File: src/rtl/skinny_round_ctrl.sv
`default_nettype none
`timescale 1ns/1ps
// ============================================================================
// Module   : skinny_round_ctrl
// Purpose  : Control sequencer for a masked SKINNY-64-64 core (3 shares).
//            Loads fresh shares, steps the multi-cycle masked S-box pipeline,
//            produces the round constant, flags round boundaries and runs a
//            start/done handshake toward the host.
// Ports    : clk          - system clock, rising edge
//            rst          - asynchronous active-high reset
//            start_i      - start a new encryption (sampled in IDLE only)
//            done_ack_i   - host acknowledges result (sampled in DONE only)
//            busy_o       - high in LOAD and RUN
//            done_o       - ciphertext shares valid, high throughout DONE
//            sel_load_o   - state/key mux select: 1 = fresh shares, 0 = feedback
//            en_state_o   - state/key register enable
//            stage_o      - pipeline stage within the current round
//            round_end_o  - last stage cycle of a round
//            last_round_o - high during the whole final round
//            round_cnt_o  - round number 1..ROUNDS, 0 outside RUN
//            rc_o         - round constant for the current round
// Revision : 1.0 - initial release
// ============================================================================
module skinny_round_ctrl #(
    parameter int ROUNDS = 32,
    parameter int STAGES = 4,
    parameter int RCW    = 6,
    localparam int SW    = (STAGES > 1) ? $clog2(STAGES) : 1
) (
    input  logic           clk,
    input  logic           rst,
    input  logic           start_i,
    input  logic           done_ack_i,
    output logic           busy_o,
    output logic           done_o,
    output logic           sel_load_o,
    output logic           en_state_o,
    output logic [SW-1:0]  stage_o,
    output logic           round_end_o,
    output logic           last_round_o,
    output logic [5:0]     round_cnt_o,
    output logic [RCW-1:0] rc_o
);

    typedef enum logic [1:0] {
        S_IDLE = 2'd0,
        S_LOAD = 2'd1,
        S_RUN  = 2'd2,
        S_DONE = 2'd3
    } state_t;

    localparam logic [SW-1:0] LAST_STAGE = SW'(STAGES - 1);
    localparam logic [5:0]    LAST_ROUND = 6'(ROUNDS);
    // A single-stage pipeline ends a round on every RUN cycle.
    localparam logic          SINGLE_STG = (STAGES == 1);

    state_t         state_q;
    logic           busy_q;
    logic           done_q;
    logic           sel_load_q;
    logic           en_state_q;
    logic [SW-1:0]  stage_q;
    logic           round_end_q;
    logic           last_round_q;
    logic [5:0]     round_cnt_q;
    logic [RCW-1:0] rc_q;

    logic [RCW-1:0] rc_d;
    logic [5:0]     round_cnt_d;
    logic [SW-1:0]  stage_d;

    // Round-constant LFSR; the constant-1 feedback term makes the all-zero
    // reset value a valid seed, so the first round gets 0x01.
    assign rc_d        = {rc_q[RCW-2:0], rc_q[RCW-1] ^ rc_q[RCW-2] ^ 1'b1};
    assign round_cnt_d = round_cnt_q + 6'd1;
    assign stage_d     = stage_q + 1'b1;

    always_ff @(posedge clk or posedge rst) begin
        if (rst) begin
            state_q      <= S_IDLE;
            busy_q       <= 1'b0;
            done_q       <= 1'b0;
            sel_load_q   <= 1'b0;
            en_state_q   <= 1'b0;
            stage_q      <= '0;
            round_end_q  <= 1'b0;
            last_round_q <= 1'b0;
            round_cnt_q  <= '0;
            rc_q         <= '0;
        end else begin
            case (state_q)
                S_IDLE: begin
                    if (start_i) begin
                        state_q    <= S_LOAD;
                        busy_q     <= 1'b1;
                        sel_load_q <= 1'b1;
                        en_state_q <= 1'b1;
                    end
                end
                S_LOAD: begin
                    state_q      <= S_RUN;
                    sel_load_q   <= 1'b0;
                    stage_q      <= '0;
                    round_cnt_q  <= 6'd1;
                    rc_q         <= rc_d;
                    round_end_q  <= SINGLE_STG;
                    en_state_q   <= SINGLE_STG;
                    last_round_q <= (LAST_ROUND == 6'd1);
                end
                S_RUN: begin
                    if (round_end_q) begin
                        if (round_cnt_q == LAST_ROUND) begin
                            state_q      <= S_DONE;
                            busy_q       <= 1'b0;
                            done_q       <= 1'b1;
                            en_state_q   <= 1'b0;
                            round_end_q  <= 1'b0;
                            last_round_q <= 1'b0;
                            stage_q      <= '0;
                            round_cnt_q  <= '0;
                            rc_q         <= '0;
                        end else begin
                            stage_q      <= '0;
                            round_cnt_q  <= round_cnt_d;
                            rc_q         <= rc_d;
                            round_end_q  <= SINGLE_STG;
                            en_state_q   <= SINGLE_STG;
                            last_round_q <= (round_cnt_d == LAST_ROUND);
                        end
                    end else begin
                        // The state register only captures at the round end.
                        stage_q     <= stage_d;
                        round_end_q <= (stage_d == LAST_STAGE);
                        en_state_q  <= (stage_d == LAST_STAGE);
                    end
                end
                S_DONE: begin
                    if (done_ack_i) begin
                        state_q <= S_IDLE;
                        done_q  <= 1'b0;
                    end
                end
                default: begin
                    state_q      <= S_IDLE;
                    busy_q       <= 1'b0;
                    done_q       <= 1'b0;
                    sel_load_q   <= 1'b0;
                    en_state_q   <= 1'b0;
                    stage_q      <= '0;
                    round_end_q  <= 1'b0;
                    last_round_q <= 1'b0;
                    round_cnt_q  <= '0;
                    rc_q         <= '0;
                end
            endcase
        end
    end

    assign busy_o       = busy_q;
    assign done_o       = done_q;
    assign sel_load_o   = sel_load_q;
    assign en_state_o   = en_state_q;
    assign stage_o      = stage_q;
    assign round_end_o  = round_end_q;
    assign last_round_o = last_round_q;
    assign round_cnt_o  = round_cnt_q;
    assign rc_o         = rc_q;

endmodule
`default_nettype wire

File: config.mk
export PLATFORM = sky130hd
export DESIGN_NAME = skinny_round_ctrl
export DESIGN_NICKNAME = d
export VERILOG_FILES = /design/src/rtl/skinny_round_ctrl.sv
export SDC_FILE = /design/constraint.sdc
export NUM_CORES = 1
export LEC_CHECK = 0
export CAP_MARGIN = 20
export CORE_MARGIN = 1
export CORE_UTILIZATION = 45
export CTS_CLUSTER_DIAMETER = 40
export DETAILED_ROUTE_END_ITERATION = 10
export PLACE_DENSITY = 0.72
export SLEW_MARGIN = 20
export SYNTH_ARGS = -nofsm -noshare
export SYNTH_HDL_FRONTEND = slang
export SYNTH_SLANG_ARGS = --single-unit
File: constraint.sdc
create_clock -name clk -period 2.84 [get_ports clk]
set_input_delay 0.568 -clock clk [delete_from_list [all_inputs] [get_ports clk]]
set_output_delay 0.568 -clock clk [all_outputs]
set_load 0.01 [all_outputs]
## Word-level counts from Yosys, hierarchy flattened

Index checks and enable logic that the tools add are counted.

| word-level totals | value |
|---|---|
| flip-flop bits (word level) | 22 |
| input port bits | 4 |
| output and inout bits | 20 |
| logic and storage cells | 64 |

| operators by class | value |
|---|---|
| add/sub/neg operators | 2 |
| equality and inequality tests | 10 |
| multiplexer cells | 28 |
| bitwise logic cells | 2 |
| reductions and logical operators | 12 |

Operators with widths:

| kind | count |
|---|---|
| 2-to-1 mux 6 bit | 4 |
| one-hot mux 6 bit (2 select lines) | 2 |
| == test 6 bit (second input constant) | 2 |
| AND reduction 4 bit | 3 |
| 2-to-1 mux 2 bit | 5 |
| one-hot mux 1 bit (2 select lines) | 5 |
| 2-to-1 mux 1 bit | 9 |
| inequality test 2 bit (second input constant) | 4 |
| one-hot mux 2 bit (4 select lines) | 1 |
| nonzero test 2 bit | 4 |
| adder 6 x 1 -> 6 bit (second input constant) | 1 |
| == test 2 bit (second input constant) | 3 |
| AND reduction 2 bit | 3 |
| one-hot mux 2 bit (2 select lines) | 1 |
| one-hot mux 1 bit (3 select lines) | 1 |
| nonzero test 3 bit | 1 |
| adder 2 x 1 -> 2 bit (second input constant) | 1 |
| == test 2 x 1 -> 1 bit (second input constant) | 1 |
| zero test 2 bit | 1 |
| NOT 1 bit | 1 |
| XOR 1 bit | 1 |

## Logic depth before layout (Yosys ltp)

Gate-level depths: netlist of run 1.

| logic depth | value |
|---|---|
| word-level depth | 5 |
| gate-level depth with buffers | 8 |

## Worst setup path before layout of run 1

OpenSTA, ideal clock, no wires.

| path | value |
|---|---|
| path type | register to register |
| from | register state_q[0] |
| to | register state_q[1] |
| library setup time | 0.125 ns |
| arrival time | 1.660 ns |
| required time | 2.715 ns |
| path slack | 1.055 ns |
| stages on the path, launching flop included | 8 |
| buffers on the path | 1 |
| clock period less this slack | 1.785 ns |
| cells stage by stage | dfrtp_1 -> inv_1 -> ha_1 -> buf_2 -> inv_1 -> nor2_1 -> a2111oi_4 -> mux2_4 |

| between the ends | value |
|---|---|
| cells in the longest elaborated chain, start to end | 3 |

RTL lines:

| element | RTL line | source |
|---|---|---|
| from (decl) | 57 | `state_t state_q;` |
| from (signal assigned) | 80 | `state_q <= S_IDLE;` |
| from (signal assigned) | 94 | `state_q <= S_LOAD;` |
| from (signal assigned) | 101 | `state_q <= S_RUN;` |
| == test 2 bit / zero test 2 bit (equally long branches) | 91 | `case (state_q)` |
| inequality test 2 bit (no source line) | - |  |
| AND reduction 4 bit (no source line) | - |  |

Parallel ways exist; a longest one is shown, timed or not.
A chain may end at the register's enable or synchronous reset.

## Final worst setup path of run 1

| path | value |
|---|---|
| from | register round_cnt_q[2] (netlist: round_cnt_o[2]) |
| to | output port round_cnt_o[2] |

RTL lines:

| element | RTL line | source |
|---|---|---|
| from (decl) | 65 | `logic [5:0] round_cnt_q;` |
| from (signal assigned) | 124 | `round_cnt_q <= round_cnt_d;` |
| to (decl) | 41 | `output logic [5:0] round_cnt_o,` |

No word-level cell between the ends.

==> flow_summary_export.csv, run 1 <==
group,metric,value,unit
finish,area.growth.synth_to_final,26.1,%
setup_path,crit_chain,"clkdlybuf4s50_1",
finish,finalCoreUtilization,59.4,%
synthesis,synth_compound_area_share,17.3,%
clocking,post_cts_buffers,0,
placed_design,port-buffer-count,23,
timing,post-route-min-period,1.97,ns
synthesis,yosysUniqueCellTypes,28,
clocking,cts_root_buf,"clkbuf_4",
setup_path,cp.buffers_inverters,1,
synthesis,synth_edf_count,0,
worst_hold_path,worstHoldPathType,"flop to flop",
timing,skew,0.00460,ns
run,max_cap_violations,0,
timing,setup_viol,0,
grt,grt_pass1_vias,904,
synthesis,synth-xor-area-share,3.79,%
power_and_ir_drop,p_total,1.38,mW
synthesis,seq_area_frac_synth,47.6,%
synthesis,synthSimpleGateAreaFrac,16.6,%
power_and_ir_drop,power.share.clock,12.9,%
power_and_ir_drop,seqPwrFrac,36.1,%
drt,ant_nets,0,
setup_path,worstPathArrival,1.40,ns
power_and_ir_drop,power.leakage,0.628,nW
floorplanning,fp.dieH,52.7,um
timing,period_share,69.2,%
setup_path,path_max_fanout,6,
clocking,cts_sinks,22,
setup_path,startpoint,"round_cnt_o[2]",
setup_path,endpoint_kind,"output pin",
clocking,clockBufferDepth,2,
clocking,path_clk_slew,0.13,ns
status,status,"complete, no violations",
synthesis,synthAdderAreaFrac,8.66,%
drt,drc,0,
synthesis,ys.flop_type,"dfrtp_1",
finish,nets,157,
floorplanning,rows,18,
grt,antenna_found_initial,0,
floorplanning,start_util,47.1,%
clocking,cts_resized,0,
timing,worst_slack,0.874,ns
grt,grt_usage,19.9,%
timing,maxSlewViolCount,0,
finish,drive_above_1_share,6.94,%
floorplanning,dieWidth,52.7,um
setup_path,cp_slowest_cell,"clkdlybuf4s50_1",
floorplanning,dieArea,2780,um2
setup_path,crit_required,2.27,ns
setup_path,reg2reg_from,"state_q[0]",
timing,tightest_slew,0.860,ns
power_and_ir_drop,combPwrFrac,51.0,%
setup_path,path_class,"flop to output pin",
synthesis,syn-num-nets,130,
grt,grt_max_degree,23,
synthesis,yosys_warnings,0,
synthesis,synth-seq-cells,22,
timing,rsz0062_at_grt,"false",
timing,hold_violations,0,
grt,grt_pass1_wl,3900,um
placed_design,place_ws,0.851,ns
finish,diodes,0,
timing,relSlewSlack,42.6,%
setup_path,start_kind,"flop",
drt,firstDrtPassIters,5,
power_and_ir_drop,vdd.ir_drop.worst,757,uV
drt,wirelength,2370,um
setup_path,max_stage_delay,0.58,ns
synthesis,synth_area_per_cell,9.80,um2
drt,vias,892,
placed_design,postPlaceCellArea,1420,um2
placed_design,dpl.hpwl,1740,um
power_and_ir_drop,swShare,39.4,%
synthesis,synth_top_family_by_area,"compound AO/OA/AOI/OAI gates",
clocking,cts-htree-levels,1,
worst_hold_path,hp-start,"last_round_o",
clocking,clkLatencyLatePin,0.31,ns
floorplanning,core_area,2450,um2
timing,tns,0,ns
floorplanning,io_pins,24,
clocking,cts_tree,"yes",
clocking,cts_buffers,3,
power_and_ir_drop,internal_power,0.839,mW
drt,drtIter0Drc,17,
finish,stdcell_area,1460,um2
clocking,hold_buffers,0,
placed_design,gp_routability_congestion,0.828,
drt,routed_via_density,5.13,
synthesis,synthCells,118,
power_and_ir_drop,power_density,949,nW/um2
synthesis,synthMuxAreaShare,1.30,%
drt,wl_per_cell,13.6,um
grt,overflow,0,
power_and_ir_drop,p_sw,0.545,mW
synthesis,synthesis.area,1160,um2
setup_path,critPathTopFamily,"buffers and inverters",
timing,fmaxAchievable,509,MHz
synthesis,synthArstFlopShare,100,%
## layout by cell type (no fill, tap or decap), drive strengths merged, types with 2 or more instances in the layout
| cell type | Yosys | final |
|---|---|---|
| ha | 8 | 8 |
| o21ai | 17 | 17 |
| nor2b | 2 | 2 |
| a21oi | 3 | 3 |
| inv | 12 | 12 |
| clkdlybuf4s50 | 0 | 23 |
| xor2 | 3 | 3 |
| xnor2 | 2 | 2 |
| dfrtp | 22 | 22 |
| o31ai | 2 | 2 |
| clkbuf | 0 | 4 |
| nor2 | 4 | 4 |
| nand3 | 8 | 8 |
| nand2 | 20 | 20 |
## synth_stat cells, drive strengths merged (2+ instances only)
master  count  area share, %
dfrtp      22             48
nand2      20            6.5
o21ai      17            7.4
inv        12            3.9
ha          8            8.7
nand3       8            4.5
nor2        4            1.3
a21oi       3            1.3
xor2        3            2.3
buf         2           0.87
nor2b       2            1.1
o31ai       2            1.3
xnor2       2            1.5
## cell type report
cell class	instances	area, um2
clock buffers	4	36.3
flip-flops and latches	22	551
repair buffers	24	238
fillers	216	997
inverters	12	45.0
multi-input cells	82	551
well taps	30	37.5
## sequential cells by signal, summed over array words and instances (netlist names)
signal and flops:
state_q 2, last_round_o 1, round_end_o 1, busy_o 1
rc_o 6, done_o 1, en_state_o 1, stage_o 2
round_cnt_o 6, sel_load_o 1
## through the flow
step | std cells | hold WS (ns)
floorplan | 118 | 0.514
global placement | 170 | 0.468
detailed placement | 170 | 0.481
CTS | 174 | 0.511
global route | 174 | 0.549
finish | 174 | 0.508
## path summary, 6_finish.rpt
kind                       slack (ns)              to  cells after the start
max                              0.87  round_cnt_o[2]                      1
min                              0.51    last_round_o                      2
max reg2reg                      0.88      state_q[1]                      6
min reg2reg                      0.51    last_round_o                      2
max in group asynchronous        1.60         rc_o[0]                      2
min in group asynchronous        0.72      state_q[1]                      2
## metal layers
| metal | up-vias | wire length [um] | GRT usage [%] |
|---|---|---|---|
| met1 | 419 | 1080 | 23.7 |
| met2 | 16 | 1210 | 34.4 |
| li1 | 455 | - | - |
| met3 | 2 | 61 | 2.90 |
| met4 | 0 | 10 | 10.1 |
| met5 | - | 0 | 0 |
## cell families after synthesis
family / Yosys count
multiplexers: 1
AO/OA/AOI/OAI: 30
AND/OR/NAND/NOR: 38
adder cells (fa/ha/maj): 8
buffers and inverters: 14
flip-flops: 22
XOR/XNOR: 5
## worst register-to-register path: cells and delay by family (launching register included)
family,cells,cell delay (ns)
flops,1,0.42
compound gates,1,0.40
mux,1,0.33
fa+ha+maj,1,0.32
buf+inv,2,0.26
simple gates,1,0.13
## power groups by stage
stage               Combinational [mW]  Clock (mW)  Sequential [mW]
floorplan                        0.401           0            0.531
global placement                 0.681           0            0.500
detailed placement               0.708           0            0.507
CTS                              0.711       0.183            0.501
global route                     0.783       0.195            0.514
finish                           0.706       0.179            0.499
Note: power is estimated with default switching activity, not from simulation.
==> run 2, diff against run 1 <==
clock period = 2 ns   (was 2.84 ns; I/O delays follow)
==> run 2 against run 1 <==
Net effect: sequential power is 42% higher; worst hold slack worse by 0.097 ns; critical endpoint is now state_q[1]; routed wire length is 2.1% lower; design area is 1.5% higher; power is 43% higher; combinational power is 44% higher; largest cell class unchanged; sequential cell count stayed put; die area stayed put; largest power group unchanged; highest routed layer unchanged; non-clock buffer count is 3 higher; setup slack worse by 0.70 ns; clock skew is 0.00064 ns lower; sequential share of layout area is 0.57 points lower.
==> flow_summary_export.csv, run 2 (synthesis results as in run 1) <==
group,metric,value,unit
status,status,"complete, no violations",
grt,overflow,0,
setup_path,worstPathArrival,2.03,ns
finish,nets,160,
setup_path,path_max_fanout,5,
power_and_ir_drop,power_density,1340,nW/um2
drt,drc,0,
clocking,post_cts_buffers,0,
timing,post-route-min-period,1.83,ns
setup_path,start_kind,"flop",
clocking,cts_root_buf,"clkbuf_4",
placed_design,port-buffer-count,23,
placed_design,dpl.hpwl,1720,um
timing,maxSlewViolCount,0,
timing,finalHoldWorstSlack,0.411,ns
grt,grt_pass1_vias,887,
power_and_ir_drop,power.leakage,0.643,nW
grt,antenna_found_initial,0,
clocking,cts_buffers,3,
run,max_cap_violations,0,
grt,grt_pass1_wl,3910,um
timing,setup_viol,0,
grt,grt_usage,19.5,%
timing,period_share,91.4,%
drt,wl_per_cell,13.1,um
timing,hold_violations,0,
finish,mostFrequentLayoutCells,"clkdlybuf4s50_1 (23), dfrtp_1 (22), nand2_1 (20)",
clocking,hold_buffers,0,
drt,wirelength,2320,um
clocking,cts-htree-levels,1,
setup_path,crit_required,2.20,ns
finish,drive_above_1_share,8.84,%
floorplanning,core_area,2450,um2
finish,final_common_cell,"clkdlybuf4s50_1",
timing,fmaxAchievable,547,MHz
timing,skew,0.00396,ns
floorplanning,io_pins,24,
finish,fin_cells,177,
clocking,path_clk_slew,0.13,ns
drt,routed_via_density,5.10,
drt,drtIter0Drc,13,
floorplanning,rows,18,
placed_design,dp.cells,173,
timing,relSlewSlack,68.7,%
worst_hold_path,worstHoldPathType,"primary input to asynchronous set/reset pin",
drt,firstDrtPassIters,4,
finish,area.growth.synth_to_final,28.0,%
floorplanning,start_util,47.1,%
setup_path,endpoint_kind,"flop",
timing,tightest_slew,0.467,ns
floorplanning,dieArea,2780,um2
power_and_ir_drop,vdd.ir_drop.worst,811,uV
setup_path,path_class,"flop to flop",
drt,vias,903,
drt,ant_nets,0,
clocking,cts_tree,"yes",
timing,worst_slack,0.172,ns
finish,n_fill_cell,217,
timing,tns,0,ns
finish,finalCoreUtilization,60.3,%
clocking,clkLatencyLatePin,0.31,ns
clocking,clockBufferDepth,2,
clocking,cts_sinks,22,
placed_design,place_ws,0.166,ns
placed_design,gp_routability_congestion,0.761,
clocking,cts_resized,0,
floorplanning,dieWidth,52.7,um
grt,grt_max_degree,23,
timing,rsz0062_at_grt,"false",
finish,diodes,0,
floorplanning,fp.dieH,52.7,um
==> run 2: changes by cell type in the layout (fill, tap and decap cells not counted) <==
cell,previous run,this run
buf_4,1,4
==> run 2: final timing paths <==
check | startpoint | endpoint | slack [ns] | depth (start not counted)
max in group asynchronous | rst | state_q[1] | 1.36 | 3
max | state_q[0] | state_q[1] | 0.17 | 6
min reg2reg | last_round_o | last_round_o | 0.51 | 2
max reg2reg | state_q[0] | state_q[1] | 0.17 | 6
min in group clk | last_round_o | last_round_o | 0.51 | 2
min | rst | en_state_o | 0.41 | 3
==> run 2: metrics by stage <==
step	power, mW	cell area [um2]
final	1.98	1480
after global routing	2.14	1480
after CTS	1.99	1480
after detailed placement	1.75	1440
after global placement	1.70	1440
after floorplan	1.32	1160
==> run 2: cell type report <==
| type | instances | area (um2) | share of cell area, % |
|---|---|---|---|
| flip-flops and latches | 22 | 551 | 37.2 |
| multi-input cells | 82 | 551 | 37.2 |
| repair buffers | 27 | 260 | 17.6 |
| inverters | 12 | 45.0 | 3.04 |
| well taps | 30 | 37.5 | 2.54 |
| clock buffers | 4 | 36.3 | 2.45 |
==> run 2: metal layers <==
metal | global-route usage (%) | wire length, um | part of all wire, % | vias to the layer above
li1 | - | - | - | 459
met1 | 25.8 | 1090 | 47 | 424
met2 | 31.6 | 1150 | 50 | 18
met3 | 2.61 | 61 | 2.6 | 2
met4 | 7.89 | 15 | 0.65 | 0
met5 | 0 | 0 | 0 | -
==> run 2: report_power, final <==
part	total, mW	internal, mW	switching, mW	leakage [nW]
clock	0.248	0.111	0.137	0.0210
sequential	0.708	0.587	0.121	0.275
combinational	1.02	0.515	0.509	0.347
total	1.98	1.21	0.767	0.643
==> run 2: worst max-delay path, stage by stage, from the launching register on <==
cell and delay (ns):
dfrtp_1 0.42, inv_1 0.08, ha_1 0.20, inv_1 0.14
nor2_1 0.15, a2111oi_4 0.40, mux2_4 0.33
